## src/rtl/argmax_tree.sv

```systemverilog
// argmax_tree: pipelined argmax over 2^S packed M-bit elements.
// A balanced binary comparison tree with one register stage per level.
// Each level keeps its candidates' indices local to its own subtree, so the
// index grows by one bit per level and is absolute at the root.
// Optional feature: define ARGMAX_SIGNED_EN for two's-complement comparison
// (default build compares unsigned).
module argmax_tree #(
  parameter int S = 5,
  parameter int M = 8
) (
  input  logic                 clk,
  input  logic                 rst,
  input  logic                 in_valid,
  input  logic [(2**S)*M-1:0]  in,
  output logic                 out_valid,
  output logic [M-1:0]         max,
  output logic [S-1:0]         ind
);

  // right candidate wins only when strictly greater, so ties keep the lower index
  function automatic logic right_wins(input logic [M-1:0] r, input logic [M-1:0] l);
`ifdef ARGMAX_SIGNED_EN
    return $signed(r) > $signed(l);
`else
    return r > l;
`endif
  endfunction

  for (genvar k = 1; k <= S; k++) begin : g_lvl
    localparam int N = 2**(S-k);

    logic [M-1:0] val [N];
    logic [k-1:0] idx [N];
    logic         vld;

    if (k == 1) begin : g_leaf
      // first level compares adjacent raw input elements on the capture edge
      always_ff @(posedge clk or negedge rst) begin
        if (!rst) begin
          vld <= 1'b0;
          for (int j = 0; j < N; j++) begin
            val[j] <= '0;
            idx[j] <= '0;
          end
        end else begin
          vld <= in_valid;
          if (in_valid) begin
            for (int j = 0; j < N; j++) begin
              if (right_wins(in[(2*j+1)*M +: M], in[(2*j)*M +: M])) begin
                val[j] <= in[(2*j+1)*M +: M];
                idx[j] <= 1'b1;
              end else begin
                val[j] <= in[(2*j)*M +: M];
                idx[j] <= 1'b0;
              end
            end
          end
        end
      end
    end else begin : g_node
      // inner levels pick between the two child winners, prefixing the side bit
      always_ff @(posedge clk or negedge rst) begin
        if (!rst) begin
          vld <= 1'b0;
          for (int j = 0; j < N; j++) begin
            val[j] <= '0;
            idx[j] <= '0;
          end
        end else begin
          vld <= g_lvl[k-1].vld;
          if (g_lvl[k-1].vld) begin
            for (int j = 0; j < N; j++) begin
              if (right_wins(g_lvl[k-1].val[2*j+1], g_lvl[k-1].val[2*j])) begin
                val[j] <= g_lvl[k-1].val[2*j+1];
                idx[j] <= {1'b1, g_lvl[k-1].idx[2*j+1]};
              end else begin
                val[j] <= g_lvl[k-1].val[2*j];
                idx[j] <= {1'b0, g_lvl[k-1].idx[2*j]};
              end
            end
          end
        end
      end
    end
  end

  assign out_valid = g_lvl[S].vld;
  assign max       = g_lvl[S].val[0];
  assign ind       = g_lvl[S].idx[0];

endmodule

```

## config.mk

```make
export PLATFORM = sky130hd
export DESIGN_NAME = argmax_tree
export DESIGN_NICKNAME = d
export VERILOG_FILES = /design/src/rtl/argmax_tree.sv
export SDC_FILE = /design/constraint.sdc
export NUM_CORES = 1
export LEC_CHECK = 0
export ABC_AREA = 1
export CORE_AREA = 2 2 216 218
export CTS_CLUSTER_SIZE = 24
export DETAILED_ROUTE_END_ITERATION = 7
export DIE_AREA = 0 0 218 220
export DONT_BUFFER_PORTS = 1
export PLACE_DENSITY = 0.68
export SYNTH_ARGS = -nofsm -noshare
export SYNTH_HDL_FRONTEND = slang
export SYNTH_SLANG_ARGS = --single-unit
export TNS_END_PERCENT = 50
```

## constraint.sdc

```tcl
create_clock -name clk -period 4.6 [get_ports clk]
set_clock_uncertainty 0.05 [all_clocks]
set_input_delay 0.69 -clock clk [delete_from_list [all_inputs] [get_ports clk]]
set_output_delay 0.69 -clock clk [all_outputs]
set_load 0.01 [all_outputs]
```

==> summary.md <==
| Metric | Value |
|---|---|
| Full die area | `0.0480 mm2` |
| Seq cells post-synth | `310` |
| DRC viols | `0` |
| VDD IR max | `0.240 mV` |
| Fraction of layout cells with a size suffix above 1 | `0.0563` |
| Adder-cell share of the synthesized area | `0.137` |
| Number of global-route vias before repair | `18.9k` |
| Number of synthesized flops with an enable pin | `0` |
| Core Region | `0.0459 mm2` |
| Gr ovfl total | `0` |
| Area of the multi-input gates | `0.0120 mm2` |
| Post-synth top area cell | `dfrtp_1` |
| Via count | `19.5k` |
| CP arrival | `2.60 ns` |
| Crit-path max FO | `11` |
| FFs w/ async S/R, synth | `1.00` |
| Internal cell power | `0.00695 W` |
| Pin count of the biggest net entering global routing | `311` |
| Clock Power Share | `0.263` |
| Combinational Power Share | `0.383` |
| Row count | `79` |
| HPWL Detailed | `39,900 um` |
| Hold Path Class | `in -> async` |
| CTS root buf | `clkbuf_16` |
| Fill count | `4,472` |
| Clock Tree Buf Depth | `3` |
| Final Cell Area | `0.0243 mm2` |
| Critical Path Sink Type | `flip-flop` |
| First-pass GRT wire length | `88,600 um` |
| Max-slew violations | `0` |
| Syn Std Cell Area | `0.0226 mm2` |
| Syn Inst Count | `3,264` |
| Fin util | `0.531` |
| Worst Path Required | `4.99 ns` |
| Vias/cell | `5.05` |
| Failing checks | `negative hold slack` |
| WL per Instance | `13.5 um` |
| F_max | `0.453 GHz` |
| Status | `complete, but fails checks` |
| I/O Pins | `273` |
| Setup-violating endpoint count in the final report | `0` |
| Pwr Density | `474 mW/mm2` |
| XOR/XNOR Fraction of Synth Area | `0` |
| Die H | `220 um` |
| Ranking of synthesized cells by area | `dfrtp_1 (34%), nand2_1 (19%), ha_1 (14%)` |
| GRT Overall Usage | `0.221` |
| TritonRoute pass-1 iters | `6` |
| CTS tree | `done` |
| Clock latency on the worst-skew pair | `0.55 ns` |
| Synth Warn # | `0` |
| Dpl cell area | `0.0231 mm2` |
| Antenna violations before repair | `4` |
| Fin crit share | `0.480` |
| Clock buffer count from CTS | `37` |
| Kind of critical path | `reg -> reg` |
| Sw Ratio | `0.397` |
| Initial core utilization | `0.494` |
| GPL Wtd Cong | `0.904` |
| P_leak | `14.6 nW` |
| Port bufs | `0` |
| WHS | `-0.215 ns` |
| H-tree Lvls | `2` |
| RSZ-0062 raised after global routing | `false` |
| Synth unique cells | `23` |
| Area growth from synthesis to layout | `7.45%` |
| Largest family of logic cells by synthesized area | `simple AND/OR/NAND/NOR gates` |
| Post-synthesis compound-gate area fraction | `0.0308` |
| Psw | `0.00459 W` |
| Max-capacitance violation count | `0` |
| Endpoints failing hold | `310` |
| Crit path time final | `2.21 ns` |
| Synth top area share | `0.343` |
| Mapped Nets | `3,771` |
| Main synth FF type | `dfrtp_1` |
| Clk sink count | `310` |
| Fin Setup TNS | `0 ns` |
| Slew margin rel. | `0.476` |
| Least-Margin Pin Slew | `0.787 ns` |
| Clk slew on worst S/H paths | `0.06 ns` |
| # nets final | `3,731` |
| Seq pwr share | `0.354` |
| Mux cell area share after synthesis | `0` |
| Drt total wl | `52,100 um` |
| Register Area | `0.00776 mm2` |
| Die W | `218 um` |
| Gates resized, CTS repair | `0` |
| Post-CTS Setup Repair Bufs | `0` |
| Antenna Nets Post-Route | `0` |
| Synth Area in Simple Gates | `0.362` |
| Startpoint types | `flip-flop` |
| Sequential share of the synthesized area | `0.343` |
| Syn Area/Cell | `6.94 um2` |
| Initial DRC count | `1,325` |
==> metal layers <==
metal	GRT usage	vias up	routed length [um]
met1	0.306	8957	24900
met4	0.0633	6	1090
met2	0.349	371	23000
met5	0	-	41
li1	-	10078	-
met3	0.0451	77	3100
==> synth_stat cells, types with 9 or more instances <==
master / count
buf_1: 9
nand3_1: 548
nand4_2: 17
nand2_4: 23
ha_1: 248
clkbuf_1: 29
dfrtp_1: 310
buf_2: 42
nor2_1: 52
inv_1: 656
nor2_2: 25
nand2_2: 36
o21ai_0: 30
a21o_1: 31
nand2_1: 1120
a21oi_1: 62
==> cell families (layout without fill, tap and decap cells) <==
family,after synthesis,count (layout)
simple gates,1835,1835
buf+inv,747,734
flops,310,310
fa+ha+maj,248,248
compound gates,124,124
other cells,0,2
==> final cells by class <==
type                       instances  area share
tap                              607      0.0312
multi-input combinational       2207       0.493
antenna                            2    0.000206
inverter                         662       0.102
timing repair buffer               6     0.00185
sequential                       310       0.319
clock inverter                    13     0.00602
clock buffer                      53      0.0464
==> final timing paths <==
check                                 start                end  slack, ns  depth (start not counted)
min reg2reg                g_lvl[2].val[30]   g_lvl[2].val[30]       0.43                          2
max in group asynchronous               rst  g_lvl[1].val[126]       4.11                          0
max                        g_lvl[2].val[31]   g_lvl[3].val[14]       2.39                          9
min in group clk                   in_valid       g_lvl[1].vld       0.18                          0
min                                     rst    g_lvl[1].val[1]      -0.22                          0
max reg2reg                g_lvl[2].val[31]   g_lvl[3].val[14]       2.39                          9
==> per-stage QoR <==
| step | setup slack (ns) | power, W | std cells |
|---|---|---|---|
| 2_1_floorplan | 2.72 | 0.00763 | 3264 |
| 3_3_place_gp | 2.46 | 0.00834 | 3792 |
| 3_5_place_dp | 2.40 | 0.00853 | 3792 |
| 4_1_cts | 2.39 | 0.0116 | 3858 |
| 5_1_grt | 2.13 | 0.0126 | 3858 |
| 6_report | 2.39 | 0.0115 | 3860 |
==> placed cells by master, fill, tap and decap left out <==
cell type and n:
nand4_2 17, inv_4 1, inv_2 4, dfrtp_2 1, nand2_2 36, clkbuf_16 39, diode_2 2, clkbuf_8 10
nand4_4 8, clkinv_2 8, dfrtp_1 309, o21ai_0 30, clkbuf_1 4, a21oi_1 62, nand2_4 23, o21ai_1 1
nor2_1 52, inv_6 1, nand3_1 548, a21o_1 31, buf_4 6, bufinv_16 3, nand2_1 1120, nor2_2 25
ha_1 248, clkinvlp_4 1, nand4_1 6, clkinv_1 1, inv_1 656
==> registers in the layout, indices dropped and copies added, names as in the netlist <==
signal / cells
g_lvl.val: 240
g_lvl.idx: 52
max: 8
ind: 5
g_lvl.vld: 4
out_valid: 1
==> power groups by stage <==
| stage | logic, W | registers, W | clock network (W) |
|---|---|---|---|
| after floorplan | 0.00372 | 0.00391 | 0 |
| after global placement | 0.00425 | 0.00409 | 0 |
| after detailed placement | 0.00441 | 0.00412 | 0 |
| after CTS | 0.00443 | 0.00408 | 0.00312 |
| after global routing | 0.00522 | 0.00418 | 0.00324 |
| final | 0.00442 | 0.00408 | 0.00304 |
==> worst max-delay path, stage by stage (launching register included) <==
cell and delay, ns:
dfrtp_1 0.35, inv_1 0.07, ha_1 0.30, nand2_1 0.08, nor2_1 0.16, nand4_1 0.36, nand2_1 0.42, nand2_1 0.10
nand3_1 0.15, nand2_1 0.07
Note: power is estimated with default switching activity, not from simulation.
